==> src/rtl/ide_pkg.sv <==
// Shared IDE sector-path constants: default RAM geometry and port identifiers
// used by the arbiter and the sequencers around it.
package ide_pkg;

  localparam int IDE_ADDR_W = 8;
  localparam int IDE_DATA_W = 16;

  localparam logic PORT_HOST = 1'b0;
  localparam logic PORT_MCU  = 1'b1;

  localparam logic [7:0] SECTOR_LAST = 8'hff;

endpackage

==> src/rtl/sector_ram_arbiter.sv <==
// Single-port-per-cycle arbiter for the 256x16 sector RAM shared by the host
// data-register path and the MCU SPI path; busy flag selects the priority port.
module sector_ram_arbiter
  import ide_pkg::*;
#(
  parameter int ADDR_W       = IDE_ADDR_W,
  parameter int DATA_W       = IDE_DATA_W,
  parameter int STARVE_LIMIT = 4
) (
  input  logic              clk,
  input  logic              reset,
  input  logic              owner_mcu,
  input  logic              host_req,
  input  logic              host_we,
  input  logic [ADDR_W-1:0] host_addr,
  input  logic [DATA_W-1:0] host_wdata,
  output logic              host_ack,
  output logic              host_rvalid,
  output logic [DATA_W-1:0] host_rdata,
  output logic              host_last,
  input  logic              mcu_req,
  input  logic              mcu_we,
  input  logic [ADDR_W-1:0] mcu_addr,
  input  logic [DATA_W-1:0] mcu_wdata,
  output logic              mcu_ack,
  output logic              mcu_rvalid,
  output logic [DATA_W-1:0] mcu_rdata,
  output logic              mcu_last,
  output logic [ADDR_W-1:0] ram_raddr,
  output logic              ram_re,
  output logic [ADDR_W-1:0] ram_waddr,
  output logic              ram_we,
  output logic [DATA_W-1:0] ram_wdata,
  input  logic [DATA_W-1:0] ram_rdata
);

  // Handshake: a requester holds req/we/addr/wdata until it sees ack in the
  // same cycle; on that clock edge the access is committed and it may advance.
  // Read data is presented with a one-cycle rvalid pulse after the ack.

  localparam logic [3:0]        LIMIT    = 4'(STARVE_LIMIT);
  localparam logic [ADDR_W-1:0] TOP_ADDR = '1;

  logic              owner_q;
  logic [3:0]        starve_cnt;
  logic              rd_valid;
  logic              rd_owner;
  logic [DATA_W-1:0] host_rd_q;
  logic [DATA_W-1:0] mcu_rd_q;

  logic              owner_changed;
  logic [3:0]        starve_eff;
  logic              owner_req;
  logic              other_req;
  logic              grant_owner;
  logic              grant_other;
  logic              gnt_host;
  logic              gnt_mcu;
  logic              sel_we;
  logic [ADDR_W-1:0] sel_addr;
  logic [DATA_W-1:0] sel_wdata;

  // A fresh owner starts with a clean count even before starve_cnt clears.
  assign owner_changed = (owner_mcu != owner_q);
  assign starve_eff    = owner_changed ? 4'd0 : starve_cnt;

  always_comb begin
    owner_req   = owner_mcu ? mcu_req  : host_req;
    other_req   = owner_mcu ? host_req : mcu_req;
    grant_owner = !reset && owner_req && !(other_req && (starve_eff == LIMIT));
    grant_other = !reset && other_req && !grant_owner;
    gnt_mcu     = owner_mcu ? grant_owner : grant_other;
    gnt_host    = owner_mcu ? grant_other : grant_owner;
  end

  always_comb begin
    sel_we    = gnt_mcu ? mcu_we    : host_we;
    sel_addr  = gnt_mcu ? mcu_addr  : host_addr;
    sel_wdata = gnt_mcu ? mcu_wdata : host_wdata;
    ram_we    = (gnt_host || gnt_mcu) && sel_we;
    ram_re    = (gnt_host || gnt_mcu) && !sel_we;
    ram_waddr = sel_addr;
    ram_raddr = sel_addr;
    ram_wdata = sel_wdata;
  end

  assign host_ack  = gnt_host;
  assign mcu_ack   = gnt_mcu;
  assign host_last = gnt_host && (host_addr == TOP_ADDR);
  assign mcu_last  = gnt_mcu && (mcu_addr == TOP_ADDR);

  // RAM output is live during the rvalid cycle; the per-port copy holds it after.
  assign host_rvalid = !reset && rd_valid && (rd_owner == PORT_HOST);
  assign mcu_rvalid  = !reset && rd_valid && (rd_owner == PORT_MCU);
  assign host_rdata  = reset ? '0 : (host_rvalid ? ram_rdata : host_rd_q);
  assign mcu_rdata   = reset ? '0 : (mcu_rvalid ? ram_rdata : mcu_rd_q);

  always_ff @(posedge clk) begin
    if (reset) begin
      owner_q    <= 1'b0;
      starve_cnt <= 4'd0;
      rd_valid   <= 1'b0;
      rd_owner   <= PORT_HOST;
      host_rd_q  <= '0;
      mcu_rd_q   <= '0;
    end else begin
      owner_q  <= owner_mcu;
      rd_valid <= ram_re;
      if (ram_re) rd_owner <= gnt_mcu ? PORT_MCU : PORT_HOST;
      if (host_rvalid) host_rd_q <= ram_rdata;
      if (mcu_rvalid) mcu_rd_q <= ram_rdata;
      if (owner_changed || !other_req || grant_other) starve_cnt <= 4'd0;
      else if (grant_owner && (starve_cnt != LIMIT)) starve_cnt <= starve_cnt + 4'd1;
    end
  end

endmodule

==> config.mk <==
export PLATFORM = sky130hd
export DESIGN_NAME = sector_ram_arbiter
export DESIGN_NICKNAME = d
export VERILOG_FILES = /design/src/rtl/ide_pkg.sv /design/src/rtl/sector_ram_arbiter.sv
export SDC_FILE = /design/constraint.sdc
export NUM_CORES = 1
export LEC_CHECK = 0
export CAP_MARGIN = 20
export CORE_ASPECT_RATIO = 1.75
export CORE_MARGIN = 1
export CORE_UTILIZATION = 37
export DETAILED_ROUTE_END_ITERATION = 12
export PLACE_DENSITY = 0.92
export SETUP_SLACK_MARGIN = 0.3
export SYNTH_ARGS = -nofsm -noshare
export SYNTH_HDL_FRONTEND = slang
export SYNTH_SLANG_ARGS = --single-unit
==> constraint.sdc <==
create_clock -name clk -period 3.5 [get_ports clk]
set_input_delay 0.7 -clock clk [delete_from_list [all_inputs] [get_ports clk]]
set_output_delay 0.7 -clock clk [all_outputs]
set_load 0.05 [all_outputs]
==> metrics.cfg, run 1 <==
[sta]
report.final.hold_viol_count = 0
fin_tns_setup_ps = 0
grt_setup_unrepaired = false
max_slew_margin_pct = 67.1
period_share_pct = 89.7
setup_viol = 0
skew_ps = 6.98
setup_ws_ps = 360
tightestPinTransition_ps = 489
whs_ps = 469
period_minus_slack_ps = 3140
fmax_ghz = 0.318
drv_slew = 0

[logic_synthesis]
syn-cell-area_sq_um = 1910
seq_area_frac_synth_pct = 40.9
postSynthAreaPerCell_sq_um = 8.37
yosysWarnings = 0
synth_nets = 301
synthCells = 228
synth_cell_type_count = 28
ys_seq_elements = 39

[worst_hold_path]
hold_end = mcu_rd_q[14]
hold_depth = 2
hp-start = mcu_rd_q[14]
min_path_type = reg2reg

[critical_path]
crit_slowest_cell = clkdlybuf4s50_1
crit_family = buffers and inverters
cp.depth = 6
worst-endpoint-required_ps = 2800
max_stage_delay_ps = 510
crit_path_end_kind = primary output
crit_path_max_fanout = 29
regToRegSetupSlack_ps = 1630
worstPathCellList = clkdlybuf4s50_1 > mux2i_1 > a21oi_2 > buf_12 > mux2_2 > buf_12
critical_path.startpoint_type = input port
reg2reg_from = starve_cnt[0]
r2r_end = rd_valid
timing.critical_path.buf_inv = 3
arrival_ps = 2440
cp_common_cell = buf_12
criticalPathCategory = in2out
r2r.worst_path.cells = 5

[pwr]
p_comb_share_pct = 37.0
swShare_pct = 31.9
p_int_uw = 924
power.leakage_uw = 0.00158
p_clk_share_pct = 28.6
power_switching_uw = 432
power_density_nw_per_um2 = 365
ir_drop_uv = 430
p_seq_share_pct = 34.4

[finish]
fillerInstances = 348
syn_to_final_growth_pct = 94.4
antenna_cells = 0
final_area_sq_um = 3710
multiInputGateArea_sq_um = 995
stdcell_count = 417
drive_above_1_share_pct = 29.8
nets = 435
final_common_cell = clkdlybuf4s50_1
regArea_sq_um = 781
final_cell_mix = clkdlybuf4s50_1 (69), nand2_1 (65), buf_4 (40)

[die]
die-area_sq_um = 5460
row_count = 34
ios = 143
die_w_um = 56.3
start_util_pct = 38.4
core_sq_um = 4980
die_h_um = 97.0

[global_routing]
grt_pass1_wl_um = 10300
grt-ovfl-total = 0
grt_pass1_vias = 2213
grt_max_degree = 34
grt_usage_pct = 23.9
antenna_found_initial = 0

[status]
status = completed

[routing]
drt-initial-drc-count = 51
vias_per_cell = 5.09
wl_per_cell_um = 15.1
wirelength_um = 6300
num_vias = 2124
firstDrtPassIters = 4
ant_nets = 0
drc_errors = 0

[placement]
gp_congestion = 0.791
dpl-instance-area_sq_um = 3590
dp.cells = 409
portBuffers = 142
place_ws_ps = 216
dp_hpwl_um = 5250

[cts]
numCtsBuffers = 5
clockRootBuffer = clkbuf_8
htreeDepth = 2
clk_latency_ps = 290
clock_path_buffers = 2
ctsHoldBuffers = 0
cts_tree = built
cts.sinks = 39
clk_pin_slew_ps = 70

[flow_run]
cap_violations = 0

[worst min-delay path, delay by kind of cell, from the launching register on]
family	cells	cell delay (ps)
flops	1	300
simple gates	2	120
[logic make-up (layout without fill, tap and decap cells)]
family / count (synthesis) / in the layout / synth area share, %
AOI/OAI and AO/OA: 23 / 23 / 6.68
xor gates and xnor gates: 2 / 2 / 0.918
adders and majority gates: 2 / 2 / 1.31
buffers and inverters: 26 / 161 / 7.86
DFF: 39 / 39 / 40.9
muxes: 29 / 29 / 17.0
and+or+nand+nor: 107 / 107 / 25.4
[synthesized netlist by cell type]
cell       count  share of area (%)
nor4b_4        1                1.2
xnor2_1        2               0.92
a21oi_2        1               0.46
nand3b_1       1               0.39
mux2_1        10                5.9
buf_4          9                3.5
ha_1           2                1.3
nor3_1         3               0.79
nor2b_1        3               0.98
nand3_1       20                5.2
clkinv_1       2               0.39
nor3b_1        2               0.79
inv_1          5               0.98
nand2b_1       1               0.33
buf_6          1               0.59
mux2_2        17                 10
or2_2          1               0.33
a2111oi_0      1               0.46
clkbuf_1       8                1.6
dfxtp_1       39                 41
buf_8          1               0.79
nand4_1        4                1.3
mux2i_1        2                1.0
nand2_1       65                 13
nor2_1         6                1.2
a21oi_1        1               0.26
a32o_1         1               0.52
o21ai_0       19                5.0
[state kept, by name (all words and copies together), names as in the netlist]
name / flops
mcu_rd_q: 16
rd_owner: 1
rd_valid: 1
starve_cnt: 4
host_rd_q: 16
owner_q: 1
[power groups by stage]
stage / combinational [uW] / sequential [uW] / clock [uW]
after floorplan: 252 / 475 / 0
after global placement: 496 / 476 / 0
after detailed placement: 503 / 477 / 0
after CTS: 504 / 466 / 394
after global routing: 522 / 468 / 410
final: 502 / 466 / 388
[how the worst max path moves through the flow]
stage / start / slack (ps) / to
after detailed placement: reset / 220 / mcu_rdata[2]
after CTS: reset / 330 / ram_wdata[5]
final: owner_mcu / 360 / ram_raddr[3]
after global routing: owner_mcu / 310 / ram_raddr[3]
after global placement: reset / 350 / mcu_rdata[2]
after floorplan: reset / 400 / host_rdata[10]
[final cells by class]
type / instances / area share, %
multi-input cells: 163 / 26.8
flip-flops and latches: 39 / 21.0
clock inverters: 2 / 0.944
clock buffers: 6 / 2.22
repair buffers: 146 / 46.4
inverters: 7 / 0.741
well taps: 54 / 1.82
[timing repair]
| action | CTS | global route |
|---|---|---|
| gates resized for setup | 1 | 2 |
| setup buffers | 0 | 0 |
| pin swaps | 0 | 0 |
| setup endpoints to repair | 16 | 32 |
[routing by layer]
layer	track usage (%)	share of wire (%)	up-vias
li1	-	-	1029
met1	22.9	34	953
met2	46.0	55	123
met3	6.02	7.0	19
met4	10.7	3.3	0
met5	0	0	-
[per-stage QoR]
stage / utilization, % / power, uW
after detailed placement: 72.0 / 980
final: 74.6 / 1360
after global placement: 72.0 / 972
after floorplan: - / 727
after global routing: 74.6 / 1400
after CTS: 74.4 / 1360
Power figures use the tool's default switching activity.
==> inputs of run 2 (changes only) <==
Settings changed: CORE_MARGIN 1 to 2.
==> run 2 against run 1 <==
Clock power down 3%. Maximum frequency grew 0.69%. Flip-flop and latch count is the same. Setup slack gained 22 ps. Largest power group unchanged. Highest routed layer unchanged. Count of clock-buffer cells in the layout stayed put. Clock skew down 1.5 ps. Global-route usage fell by 0.64 points. Via count shrank 1.2%. Critical path depth unchanged. Critical endpoint is now ram_waddr[0].
==> metrics.cfg, run 2 (synthesis results as in run 1) <==
[status]
status = completed  ; unchanged

[worst_hold_path]
hold_depth = 2  ; unchanged
hp-start = mcu_rd_q[14]  ; unchanged
min_path_type = reg2reg  ; unchanged

[cts]
postCtsSetupBuffers = 0  ; unchanged
clock_path_buffers = 2  ; unchanged
cts.sinks = 39  ; unchanged
numCtsBuffers = 5  ; unchanged
clk_latency_ps = 280  ; was 290 ps
cts_tree = built  ; unchanged
clk_pin_slew_ps = 70  ; about the same
htreeDepth = 2  ; unchanged
clockRootBuffer = clkbuf_8  ; unchanged

[sta]
grt_setup_unrepaired = false  ; unchanged
fmax_ghz = 0.321  ; was 0.318 GHz
drv_slew = 0  ; unchanged
report.final.hold_viol_count = 0  ; unchanged
tightestPinTransition_ps = 473  ; was 489 ps
period_minus_slack_ps = 3120  ; was 3140 ps
fin_tns_setup_ps = 0  ; unchanged
setup_viol = 0  ; unchanged
max_slew_margin_pct = 68.1  ; was 67.1%
period_share_pct = 89.1  ; was 89.7%
skew_ps = 5.43  ; was 6.98 ps

[global_routing]
grt_pass1_vias = 2229  ; was 2,213
grt-ovfl-total = 0  ; unchanged
grt_usage_pct = 23.3  ; was 23.9%
antenna_found_initial = 0  ; unchanged
grt_max_degree = 34  ; unchanged
grt_pass1_wl_um = 10300  ; about the same

[finish]
final_cell_mix = clkdlybuf4s50_1 (70), nand2_1 (65), buf_4 (43)  ; was clkdlybuf4s50_1 (69), nand2_1 (65), buf_4 (40)
stdcell_count = 419  ; was 417
syn_to_final_growth_pct = 94.5  ; was 94.4%
final_common_cell = clkdlybuf4s50_1  ; unchanged
antenna_cells = 0  ; unchanged
nets = 437  ; was 435
reg_top3 = host_rd_q (16), mcu_rd_q (16), starve_cnt (4)  ; unchanged
drive_above_1_share_pct = 30.1  ; was 29.8%
post-route-util_pct = 74.6  ; about the same

[pwr]
power_density_nw_per_um2 = 363  ; was 365 nW/um^2
p_comb_share_pct = 37.4  ; was 37.0%
p_seq_share_pct = 34.5  ; was 34.4%
swShare_pct = 31.5  ; was 31.9%
p_int_uw = 924  ; about the same
ir_drop_uv = 441  ; was 430 uV
power.leakage_uw = 0.00158  ; about the same
power_switching_uw = 425  ; was 432 uW
totalPowerFinal_uw = 1350  ; was 1360 uW
p_clk_share_pct = 28.0  ; was 28.6%

[die]
ios = 143  ; unchanged
core_sq_um = 4980  ; unchanged
row_count = 34  ; unchanged
die_h_um = 99.0  ; was 97.0 um
die-area_sq_um = 5770  ; was 5460 sq um
die_w_um = 58.3  ; was 56.3 um
start_util_pct = 38.4  ; unchanged

[critical_path]
crit_family = buffers and inverters  ; unchanged
arrival_ps = 2420  ; was 2440 ps
critical_path.startpoint_type = input port  ; unchanged
crit_path_end = ram_waddr[0]  ; was ram_raddr[3]
cp.depth = 6  ; unchanged
worstPathCellList = clkdlybuf4s50_1 > nand2_1 > a21oi_2 > buf_4 > mux2_2 > buf_12  ; was clkdlybuf4s50_1 > mux2i_1 > a21oi_2 > buf_12 > mux2_2 > buf_12
r2r_end = rd_valid  ; unchanged
max_stage_delay_ps = 580  ; was 510 ps
crit_path_max_fanout = 15  ; was 29
regToRegSetupSlack_ps = 1710  ; was 1630 ps
startpoint = mcu_req  ; was owner_mcu
r2r.worst_path.cells = 5  ; unchanged
crit_path_end_kind = primary output  ; unchanged
timing.critical_path.buf_inv = 3  ; unchanged
reg2reg_from = starve_cnt[0]  ; unchanged
crit_slowest_cell = clkdlybuf4s50_1  ; unchanged
worst-endpoint-required_ps = 2800  ; about the same
criticalPathCategory = in2out  ; unchanged

[placement]
dp.cells = 411  ; was 409
portBuffers = 142  ; unchanged
gp_congestion = 0.781  ; was 0.791
dp_hpwl_um = 5430  ; was 5250 um

[routing]
drt-initial-drc-count = 116  ; was 51
ant_nets = 0  ; unchanged
wl_per_cell_um = 15.6  ; was 15.1 um
num_vias = 2099  ; was 2,124
firstDrtPassIters = 4  ; unchanged
drc_errors = 0  ; unchanged
wirelength_um = 6550  ; was 6300 um
vias_per_cell = 5.01  ; was 5.09

[flow_run]
cap_violations = 0  ; unchanged

==> run 2: changes by cell type in the layout (fill, tap and decap cells not counted) <==
cell,before,now
buf_12,36,35
buf_4,40,43
clkdlybuf4s50_1,69,70
clkinv_2,2,1
clkinvlp_4,0,1
dlymetal6s2s_1,1,0
mux2i_1,2,1
mux2i_2,0,1
nor3_1,2,3
nor3_2,1,0
==> run 2: stage by stage <==
step	cell area (sq um)	worst slack, ps	hold WS [ps]
after floorplan	1920	404	492
after detailed placement	3590	372	461
after global placement	3590	440	448
after global routing	3710	319	489
after CTS	3710	372	473
final	3710	381	466
==> run 2: power groups by stage <==
stage,clock network [uW],registers [uW],logic (uW)
global route,409,468,526
global placement,0,476,497
CTS,392,466,507
detailed placement,0,476,505
finish,378,466,505
floorplan,0,475,252
==> run 2: how the worst min path moves through the flow <==
| stage | slack [ps] | to |
|---|---|---|
| CTS | 470 | mcu_rd_q[14] |
| global route | 490 | mcu_rd_q[14] |
| global placement | 450 | mcu_rd_q[14] |
| detailed placement | 460 | mcu_rd_q[14] |
| floorplan | 490 | rd_owner |
| finish | 470 | mcu_rd_q[14] |
==> run 2: what timing repair did <==
action,4_1_cts,5_1_grt
hold buffers,0,0
endpoints found under the setup margin,0,30
resized for setup,0,2
==> run 2: worst reg2reg max path: stages (launching register included) <==
cell and delay (ps):
dfxtp_1 370, nor4b_4 330, mux2i_2 370, a21oi_2 110
buf_4 210, mux2_2 280
==> run 2: metal layers <==
metal	GRT usage (%)	vias to the layer above	part of all wire, %
li1	-	1027	-
met1	22.1	931	31
met2	44.5	124	57
met3	6.04	17	8.6
met4	9.84	0	3.1
met5	0	-	0
==> run 2: area by class of cell <==
type | count | area, sq um
flip-flops and latches | 39 | 781
repair buffers | 148 | 1720
inverters | 7 | 30.0
clock buffers | 6 | 82.6
fillers | 339 | 1260
well taps | 54 | 67.6
multi-input cells | 163 | 993
clock inverters | 2 | 35.0
